### src/rtl/pipe_stage_skid_pkg.sv
// Shared types and constants for the elastic pipeline-stage register.
// Control-bit indices match the layout of the old EX/MEM control vector.
package pipe_pkg;

   typedef enum logic [1:0] {
      EMPTY = 2'd0,
      FULL  = 2'd1,
      SKID  = 2'd2
   } stage_state_t;

   localparam int CTRL_WBS     = 0;
   localparam int CTRL_MM      = 1;
   localparam int CTRL_MEMDATA = 2;
   localparam int CTRL_WM      = 3;
   localparam int CTRL_NI      = 4;
   localparam int CTRL_WME     = 5;

   localparam int DEF_CTRL_W   = 7;
   localparam int DEF_DATA_W   = 16;
   localparam int DEF_DEST_W   = 5;
   localparam int DEF_NUM_DEST = 2;

   function automatic int payload_w(int ctrl_w, int data_w, int dest_w, int num_dest);
      return ctrl_w + data_w + dest_w * num_dest;
   endfunction

endpackage

### src/rtl/pipe_stage_skid_if.sv
// Valid/ready beat bundle: control vector, data word and destination indices.
interface pipe_stage_skid_if
   import pipe_pkg::*;
#(
   parameter int CTRL_W   = DEF_CTRL_W,
   parameter int DATA_W   = DEF_DATA_W,
   parameter int DEST_W   = DEF_DEST_W,
   parameter int NUM_DEST = DEF_NUM_DEST
);
   logic                       valid;
   logic                       ready;
   logic [CTRL_W-1:0]          ctrl;
   logic [DATA_W-1:0]          data;
   logic [DEST_W*NUM_DEST-1:0] dest;

   modport master (output valid, ctrl, data, dest, input ready);
   modport slave  (input valid, ctrl, data, dest, output ready);
endinterface

### src/rtl/pipe_stage_skid_payload.sv
// One payload entry (ctrl+data+dest) with load enable and async clear.
module pipe_payload_reg #(
   parameter int W = 8
) (
   input  logic         clk,
   input  logic         rst,
   input  logic         load,
   input  logic [W-1:0] d,
   output logic [W-1:0] q
);
   always_ff @(posedge clk or posedge rst) begin
      if (rst)       q <= '0;
      else if (load) q <= d;
   end
endmodule

### src/rtl/pipe_stage_skid.sv
// Elastic pipeline-stage register with a two-entry skid buffer and flush.
// The main entry drives the outputs; the skid entry catches the one beat accepted on the way into SKID.
module pipe_stage_skid
   import pipe_pkg::*;
#(
   parameter int CTRL_W      = DEF_CTRL_W,
   parameter int DATA_W      = DEF_DATA_W,
   parameter int DEST_W      = DEF_DEST_W,
   parameter int NUM_DEST    = DEF_NUM_DEST,
   parameter bit ZERO_BUBBLE = 1'b1
) (
   input  logic               clk,
   input  logic               rst,
   input  logic               flush,
   pipe_stage_skid_if.slave   up,
   pipe_stage_skid_if.master  dn,
   output logic [1:0]         occ
);
   localparam int DSW = DEST_W * NUM_DEST;
   localparam int PW  = payload_w(CTRL_W, DATA_W, DEST_W, NUM_DEST);

   stage_state_t    state, state_nxt;
   logic            in_rdy_q;
   logic            in_xfer, out_xfer, out_valid;
   logic            main_ld, skid_ld, main_from_skid;
   logic [PW-1:0]   in_pay, main_d, main_q, skid_q;
   logic [CTRL_W-1:0] main_ctrl;

   assign in_pay    = {up.ctrl, up.data, up.dest};
   assign out_valid = (state != EMPTY);
   assign in_xfer   = up.valid & in_rdy_q;
   assign out_xfer  = out_valid & dn.ready;

   always_comb begin
      state_nxt      = state;
      main_ld        = 1'b0;
      skid_ld        = 1'b0;
      main_from_skid = 1'b0;
      if (flush) begin
         state_nxt = EMPTY;
      end else begin
         case (state)
            EMPTY: if (in_xfer) begin
               state_nxt = FULL;
               main_ld   = 1'b1;
            end
            FULL: case ({in_xfer, out_xfer})
               2'b11: main_ld = 1'b1;
               2'b10: begin
                  state_nxt = SKID;
                  skid_ld   = 1'b1;
               end
               2'b01: state_nxt = EMPTY;
               default: ;
            endcase
            SKID: if (out_xfer) begin
               state_nxt      = FULL;
               main_ld        = 1'b1;
               main_from_skid = 1'b1;
            end
            default: state_nxt = EMPTY;
         endcase
      end
   end

   // in_ready is a flop so upstream never sees a combinational path from out_ready.
   always_ff @(posedge clk or posedge rst) begin
      if (rst) begin
         state    <= EMPTY;
         in_rdy_q <= 1'b1;
      end else begin
         state    <= state_nxt;
         in_rdy_q <= (state_nxt != SKID);
      end
   end

   assign main_d = main_from_skid ? skid_q : in_pay;

   pipe_payload_reg #(.W(PW)) u_main (
      .clk(clk), .rst(rst), .load(main_ld), .d(main_d), .q(main_q)
   );

   pipe_payload_reg #(.W(PW)) u_skid (
      .clk(clk), .rst(rst), .load(skid_ld), .d(in_pay), .q(skid_q)
   );

   assign main_ctrl = main_q[PW-1 -: CTRL_W];
   assign dn.data   = main_q[DSW +: DATA_W];
   assign dn.dest   = main_q[DSW-1:0];
   assign dn.valid  = out_valid;
   assign up.ready  = in_rdy_q;
   assign occ       = state;

   // Bubbles carry no write/memory enables downstream when gating is on.
   generate
      if (ZERO_BUBBLE) begin : g_zb
         assign dn.ctrl = out_valid ? main_ctrl : '0;
      end else begin : g_raw
         assign dn.ctrl = main_ctrl;
      end
   endgenerate

endmodule

### src/flat_wrapper.sv
// flat-port wrapper written by rule: the top's interface ports become plain ports
module pipe_stage_skid_flat import pipe_pkg::*;
#(
   parameter int CTRL_W      = DEF_CTRL_W,
   parameter int DATA_W      = DEF_DATA_W,
   parameter int DEST_W      = DEF_DEST_W,
   parameter int NUM_DEST    = DEF_NUM_DEST,
   parameter bit ZERO_BUBBLE = 1'b1
)
  (clk, rst, flush, occ, up_valid, up_ctrl, up_data, up_dest, up_ready, dn_valid, dn_ctrl, dn_data, dn_dest, dn_ready);
  pipe_stage_skid_if #(.CTRL_W(CTRL_W), .DATA_W(DATA_W), .DEST_W(DEST_W), .NUM_DEST(NUM_DEST)) up_i ();
  pipe_stage_skid_if #(.CTRL_W(CTRL_W), .DATA_W(DATA_W), .DEST_W(DEST_W), .NUM_DEST(NUM_DEST)) dn_i ();
  input  logic clk;
  input  logic rst;
  input  logic flush;
  output logic [1:0] occ;
  input wire logic [$bits(up_i.valid)-1:0] up_valid;
  input wire logic [$bits(up_i.ctrl)-1:0] up_ctrl;
  input wire logic [$bits(up_i.data)-1:0] up_data;
  input wire logic [$bits(up_i.dest)-1:0] up_dest;
  output wire logic [$bits(up_i.ready)-1:0] up_ready;
  output wire logic [$bits(dn_i.valid)-1:0] dn_valid;
  output wire logic [$bits(dn_i.ctrl)-1:0] dn_ctrl;
  output wire logic [$bits(dn_i.data)-1:0] dn_data;
  output wire logic [$bits(dn_i.dest)-1:0] dn_dest;
  input wire logic [$bits(dn_i.ready)-1:0] dn_ready;
  assign up_i.valid = up_valid;
  assign up_i.ctrl = up_ctrl;
  assign up_i.data = up_data;
  assign up_i.dest = up_dest;
  assign up_ready = up_i.ready;
  assign dn_valid = dn_i.valid;
  assign dn_ctrl = dn_i.ctrl;
  assign dn_data = dn_i.data;
  assign dn_dest = dn_i.dest;
  assign dn_i.ready = dn_ready;
  pipe_stage_skid #(.CTRL_W(CTRL_W), .DATA_W(DATA_W), .DEST_W(DEST_W), .NUM_DEST(NUM_DEST), .ZERO_BUBBLE(ZERO_BUBBLE)) u_core (.clk(clk), .rst(rst), .flush(flush), .up(up_i), .dn(dn_i), .occ(occ));
endmodule
### config.mk
export PLATFORM = sky130hd
export DESIGN_NAME = pipe_stage_skid_flat
export DESIGN_NICKNAME = d
export VERILOG_FILES = /design/src/rtl/pipe_stage_skid_pkg.sv /design/src/rtl/pipe_stage_skid_if.sv /design/src/rtl/pipe_stage_skid_payload.sv /design/src/rtl/pipe_stage_skid.sv /design/src/flat_wrapper.sv
export SDC_FILE = /design/constraint.sdc
export NUM_CORES = 1
export LEC_CHECK = 0
export CAP_MARGIN = 5
export CORE_ASPECT_RATIO = 0.6
export CORE_MARGIN = 8
export CORE_UTILIZATION = 35
export CTS_CLUSTER_DIAMETER = 100
export DETAILED_ROUTE_END_ITERATION = 8
export GPL_ROUTABILITY_DRIVEN = 0
export GPL_TIMING_DRIVEN = 0
export PLACE_DENSITY_LB_ADDON = 0.3
export SETUP_SLACK_MARGIN = 0.5
export SLEW_MARGIN = 20
export SYNTH_ARGS = -nofsm -noshare
export SYNTH_HDL_FRONTEND = slang
export SYNTH_SLANG_ARGS = --single-unit
### constraint.sdc
create_clock -name clk -period 5.39 [get_ports clk]
set_clock_uncertainty 0.1 [all_clocks]
set_input_delay 1.078 -clock clk [delete_from_list [all_inputs] [get_ports clk]]
set_output_delay 1.078 -clock clk [all_outputs]
set_load 0.05 [all_outputs]
# Word-level counts from Yosys, hierarchy flattened
# Cells that the tools add are included.
# totals
register_bits	69
inputBits	38
# classes
eq_ne	6
mux	17
bitwise_logic	2
n_reduce_logical	2
# ops
cell	n
two-way mux 33 bit	1
two-way mux 1 bit	9
two-way mux 7 bit	1
== test 2 bit, second input constant	3
two-way mux 2 bit	3
case mux 2 bit (3 select lines)	1
== test 2 x 1 -> 1 bit, second input constant	2
case mux 2 bit (2 select lines)	1
case mux 1 bit (3 select lines)	1
AND 1 bit	2
zero test 2 bit	1
inequality test 2 bit, second input constant	1
nonzero test 2 bit	1

# Longest topological paths before layout
# depth
ltp_word	7
depth_mapped	7
depth_no_buf	4

# By module
# A second synthesis with hierarchy kept.
# hier_totals
cells_unflattened	205
hier_area_um2	3558.4
# by_module_without_submodules
mod	n_inst	cells_each	area_per_inst_um2	seq_area_each_um2
pipe_payload_reg	2	71	1385.1	825.8
pipe_stage_skid	1	63	788.3	76.3

# Worst setup path after synthesis
# No wires, ideal clock.
# synth_timing
path_type	register to output
startpoint	register u_core.state[1], in the netlist u_core.occ[1]
endpoint	output port dn_ctrl[0]
arrival_ns	1.736
setup_slack_ns	2.476
path_stages_with_launch	4
n_path_buf	1
path_cell_list	dfrtp_1 > buf_2 > nor2_1 > nor2b_1
# synth_between
elab_chain_cells	2
# synth_lines
element	line_no	text
from (decl)	pipe_stage_skid.sv:22	stage_state_t state, state_nxt;
from (signal assigned)	pipe_stage_skid.sv:72	state <= state_nxt;
nonzero test 2 bit	pipe_stage_skid.sv:30	assign out_valid = (state != EMPTY);
two-way mux 7 bit	pipe_stage_skid.sv:97	assign dn.ctrl = out_valid ? main_ctrl : '0;
to (decl)	flat_wrapper.sv:23	output wire logic [$bits(dn_i.ctrl)-1:0] dn_ctrl;
# No other way between the ends.

# Final worst setup path
# Ends and elaborated chain as after synthesis.

==> results.yml <==
power:
  leakagePower_nw: 1.84
  power-per-cell-area_mw_per_mm2: 439
  peakVddDrop_uv: 193
yosys:
  synth_seq_cells: 69
  seq_area_frac_synth_pct: 54.2
  synth_cells: 267
  avgSynthCellArea_um2: 11.9
  yosys_warnings: 0
  syn_nets: 305
  synth_cell_types: 22
  syn_area_mm2: 0.00319
placed_design:
  placed_cell_area_mm2: 0.00410
  place_hpwl_mm: 5.21
  post-place-ws_ns: 2.19
  port_buffers: 74
sta:
  relSlewSlack_pct: 56.2
  fmax_mhz: 297
  rsz0062_at_grt: "no"
  setup_violations: 0
  postLayoutSetupSlackWorst_ns: 2.02
  final_max_slew_viol_count: 0
  hold_violations: 0
  worst_pin_slew_ns: 0.655
  fin_crit_sh_pct: 62.5
  finalSetupTns_ns: 0
  fin_crit_ns: 3.37
global_routing:
  grt_pass1_vias: 2458
  grt.total_usage_pct: 12.4
  overflow: 0
  grt_start_max_net_pins: 37
  grt_pass1_wl_mm: 12.4
  antenna_found_initial: 0
finish:
  fin_area_mm2: 0.00446
  drive_above_1_share_pct: 24.0
  final_nets: 391
  layout_common_cells: "74 x clkdlybuf4s50_1, 68 x dfrtp_1, 35 x nor2_1"
  antenna_cells: 0
  layout_commonest_cell: "clkdlybuf4s50_1"
  syn_to_final_growth_pct: 39.9
job:
  cap_violations: 0
die:
  rows: 27
  ioPinCount: 75
  die_area_mm2: 0.0125
  die_h_um: 89.9
  start_util_pct: 35.3
  core_mm2: 0.00902
  die_w_um: 139
critical_path:
  startpoint: "u_core.occ[1]$_DFF_PP0_"
  crit_path_end_kind: "output pin"
  startpoint_type: "flop"
  crit_arrival_ns: 2.19
  path_class: "reg2out"
  required_ns: 4.21
  critPathMaxFanout: 8
  reg2reg_from: "u_core.up.ready$_DFF_PP1_"
hold_path:
  hold_start: "u_core.u_skid.q[27]$_DFFE_PP0P_"
  hp-class: "reg2reg"
clocking:
  clkSlewWorstSetupHoldPaths_ns: 0.06
  cts_setup_buffers: 0
  cts_tree: "built"
  clock_latency_ns: 0.32
  clock-sinks: 69
  cts_made_buffers: 9
  post_cts_resized: 0
  cts-root-buf: "clkbuf_16"
  hold_buffers: 0
  clock_path_buffers: 2
  h-tree-depth: 3
status:
  status: "finished, final reports clean"
drt:
  drtAntennaViolNets: 0
  first_iter_violations: 115
  viasPerCell: 4.61
  wl_per_cell_um: 15.8
  drc: 0
  wl_mm: 7.47
  vias: 2183
  firstDrtPassIters: 4
layer usage:
metal / GRT usage (%) / routed length, um
met5: 0 / 0
met4: 3.81 / 76
met3: 5.17 / 485
met2: 18.9 / 3310
met1: 15.6 / 3600
synthesized netlist by cell type:
cell       instances  share of area, %
inv_1              4              0.47
dfstp_2            1              0.82
nor2b_1            7               1.4
a21o_1             1              0.24
buf_6              3               1.1
buf_4             31               7.3
buf_2              5              0.78
clkbuf_1           2              0.24
a21oi_1           33               5.2
nand3_1            1              0.16
nand4b_1           1              0.27
nor2_1            35               4.1
nand2_1            1              0.12
mux2_1             6               2.1
mux2_2            27               9.5
nor4b_4            1              0.75
a31oi_1            3              0.59
nand3b_1           2              0.47
nor4bb_1           1              0.31
nand4bb_1          1              0.35
dfrtp_1           68                53
mux2i_1           33                10
cells by family after synthesis:
group / count (synthesis) / synth area share (%)
DFF: 69 / 54.2
and+or+nand+nor: 50 / 7.93
AOI/OAI and AO/OA: 37 / 6.00
muxes: 66 / 22.0
buffers and inverters: 45 / 9.85
power breakdown:
group          total [mW]  switching, mW  leakage, nW  internal, mW
registers           0.711         0.0659        0.804         0.645
logic               0.535          0.292        0.859         0.243
clock network       0.711          0.215        0.175         0.497
total                1.96          0.572         1.84          1.39
flip-flops by register name (all words and copies together) (netlist names):
| register | flops |
|---|---|
| u_core.occ | 2 |
| u_core.u_main.q | 33 |
| u_core.u_skid.q | 33 |
| u_core.up.ready | 1 |
per-stage QoR:
step	cells	hold slack, ns	util (%)	power, mW
finish	474	0.383	49.4	1.96
global route	474	0.404	49.4	2.05
CTS	474	0.389	49.4	1.99
detailed placement	458	0.376	45.4	1.26
global placement	457	0.367	45.2	1.24
floorplan	267	0.358	-	1.08
final timing paths:
path / cells past startpoint / endpoint / slack [ns]
worst max register to register: 4 / u_core.u_skid.q[13]$_DFFE_PP0P_ / 3.30
worst max-delay path: 4 / dn_ctrl[0] / 2.02
worst min register to register: 1 / u_core.u_skid.q[27]$_DFFE_PP0P_ / 0.38
max in group asynchronous: 3 / u_core.up.ready$_DFF_PP1_ / 3.58
worst min-delay path: 1 / u_core.u_skid.q[27]$_DFFE_PP0P_ / 0.38
min in group asynchronous: 2 / u_core.u_skid.q[0]$_DFFE_PP0P_ / 1.02
critical path, stage by stage (launching register included):
cell             delay, ns
dfrtp_1               0.37
buf_2                 0.17
nor2_1                0.46
nor2b_1               0.12
clkdlybuf4s50_1       0.74
final cells by class:
cell class	instances	area [um2]
multi-input cells	153	1150
plain buffers	41	299
inverters	4	17.5
well taps	116	145
flip-flops and latches	69	1730
fillers	840	4560
clock inverters	7	138
repair buffers	75	761
clock buffers	9	225
No activity file was read; power rests on OpenSTA's default activity.
==> RTL edit: new RTL, same flow settings <==
`ZERO_BUBBLE` is set to 1'b1 in 2 places; all go to 1'b0.
--- a/src/rtl/pipe_stage_skid.sv
+++ b/src/rtl/pipe_stage_skid.sv
@@ -7,7 +7,7 @@
    parameter int DATA_W      = DEF_DATA_W,
    parameter int DEST_W      = DEF_DEST_W,
    parameter int NUM_DEST    = DEF_NUM_DEST,
-   parameter bit ZERO_BUBBLE = 1'b1
+   parameter bit ZERO_BUBBLE = 1'b0
 ) (
    input  logic               clk,
    input  logic               rst,
--- a/src/flat_wrapper.sv
+++ b/src/flat_wrapper.sv
@@ -5,7 +5,7 @@
    parameter int DATA_W      = DEF_DATA_W,
    parameter int DEST_W      = DEF_DEST_W,
    parameter int NUM_DEST    = DEF_NUM_DEST,
-   parameter bit ZERO_BUBBLE = 1'b1
+   parameter bit ZERO_BUBBLE = 1'b0
 )
   (clk, rst, flush, occ, up_valid, up_ctrl, up_data, up_dest, up_ready, dn_valid, dn_ctrl, dn_data, dn_dest, dn_ready);
   pipe_stage_skid_if #(.CTRL_W(CTRL_W), .DATA_W(DATA_W), .DEST_W(DEST_W), .NUM_DEST(NUM_DEST)) up_i ();
Formal check against the unedited RTL: not equivalent (a bounded check fails within 4 cycles, from zero or initial values and one cycle with rst high).
==> RTL edit against the unedited design <==
Global-route usage grew 0.64 points. Routed wire length shrank 5.4%. Area after synthesis shrank 7.1%. Sequential cell count is the same. Worst setup slack gained 0.34 ns. Fmax grew 11%. Final area shrank 6.4%. Synthesized cell count shrank 13%. Total power shrank 6.5%. Critical endpoint is now dn_valid.
==> RTL edit: results (changes against the unedited design) <==
metric,value,unit,change
numCtsBuffers,9,,unchanged
io_buffers,74,,unchanged
status,"complete, no violations",,unchanged
clk_path_buf_depth,2,,unchanged
synthCells,232,,was 267
ys_top_cells_by_count,"dfrtp_1, nor2_1, a21oi_1, mux2i_1, mux2_2",,"was dfrtp_1, nor2_1, a21oi_1, mux2i_1, buf_4"
arrival,1.85,ns,was 2.19 ns
grt_usage,13.0,%,was 12.4%
post_cts_buffers,0,,unchanged
synthArstFlopShare,100,%,unchanged
synth_nets,270,,was 305
cts.repair.resized,0,,unchanged
drt_iter0_drc,79,,was 115
place_area,3870,µm²,was 4100 µm²
ys_types,22,,unchanged
netlist_top_cells_area,"dfrtp_1, mux2_2, mux2i_1",,"was dfrtp_1, mux2i_1, mux2_2"
grt_pass1_vias,2225,,was 2458
pre_cts_ws,2.25,ns,was 2.19 ns
final_net_count,356,,was 391
grt_first_pass_wirelength,11700,µm,was 12400 µm
viasPerCell,4.73,,was 4.61
critPathTopFamily,buffers and inverters,,unchanged
fmax,330,MHz,was 297 MHz
ir_drop,0.224,mV,was 0.193 mV
cpPeakStageDelay,0.70,ns,was 0.74 ns
clock_latency,0.34,ns,was 0.32 ns
grt_max_degree,39,,was 37
hpwlAfterDp,4890,µm,was 5210 µm
clk_pin_slew_worst_paths,0.06,ns,about the same
clockRootBuffer,clkbuf_16,,unchanged
nFillCells,781,,was 840
holdCritPathClass,reg -> reg,,unchanged
firstDrtPassIters,4,,unchanged
hold_slack,0.389,ns,was 0.383 ns
slew-limit-headroom,61.0,%,was 56.2%
ys_seq_area_share,58.3,%,was 54.2%
placed_cells,419,,was 458
leakage,1.67,nW,was 1.84 nW
wire_per_inst,16.2,µm,was 15.8 µm
drive_above_1_share,19.2,%,was 24.0%
antenna_found_initial,0,,unchanged
cts_max_level,3,,unchanged
routed-via-count,2059,,was 2183
stdcell_area,4180,µm²,was 4460 µm²
antennaDiodeCount,0,,unchanged
synth_warnings,0,,unchanged
critPathSlowestCell,clkdlybuf4s50_1,,unchanged
crit_fanout,9,,was 8
reg2reg_setup_slack,3.35,ns,was 3.30 ns
RTL edit: changes by cell type in the layout (fill, tap and decap cells not counted), sizes merged, moves of 2 or more:
cell and delta:
buf -27, bufinv -2, clkbuf +3, nor2b -7
RTL edit: where the power goes:
part           switching [mW]  internal [mW]
sequential             0.0667          0.645
clock                   0.218          0.405
combinational           0.291          0.204
total                   0.576           1.25
RTL edit: area by class of cell:
cell class	count	share of cell area [%]
clock buffer	12	5.66
multi-input combinational	146	26.5
inverter	3	0.330
clock inverter	4	1.74
timing repair buffer	75	18.2
sequential	69	41.4
buffer	14	2.79
tap	112	3.36
RTL edit: worst paths after layout:
kind	from	to	cells past startpoint
max	u_core.occ[1]	dn_valid	2
min	u_core.u_skid.q[0]	u_core.u_skid.q[0]	1
max reg2reg	u_core.up.ready	u_core.u_skid.q[12]	4
min reg2reg	u_core.u_skid.q[0]	u_core.u_skid.q[0]	1
max in group asynchronous	rst	u_core.up.ready	3
min in group asynchronous	rst	u_core.u_main.q[17]	2
RTL edit: kinds of logic after synthesis:
family | after synthesis | share of synthesized area, %
AOI/OAI and AO/OA | 37 | 6.46
muxes | 66 | 23.7
buffers and inverters | 17 | 4.31
DFF | 69 | 58.3
and+or+nand+nor | 43 | 7.22
RTL edit: worst register-to-register path, cell delays in order (launching register included):
cell and delay, ns:
dfstp_2 0.57, nand2_1 0.12, nor4b_4 0.54, buf_6 0.25
mux2_2 0.35
RTL edit: layer usage:
metal,GRT usage [%],vias to the layer above,part of all wire (%)
li1,-,989,-
met3,6.39,13,7.6
met4,5.47,0,1.7
met2,18.8,50,44
met1,16.1,1007,47
met5,0,-,0
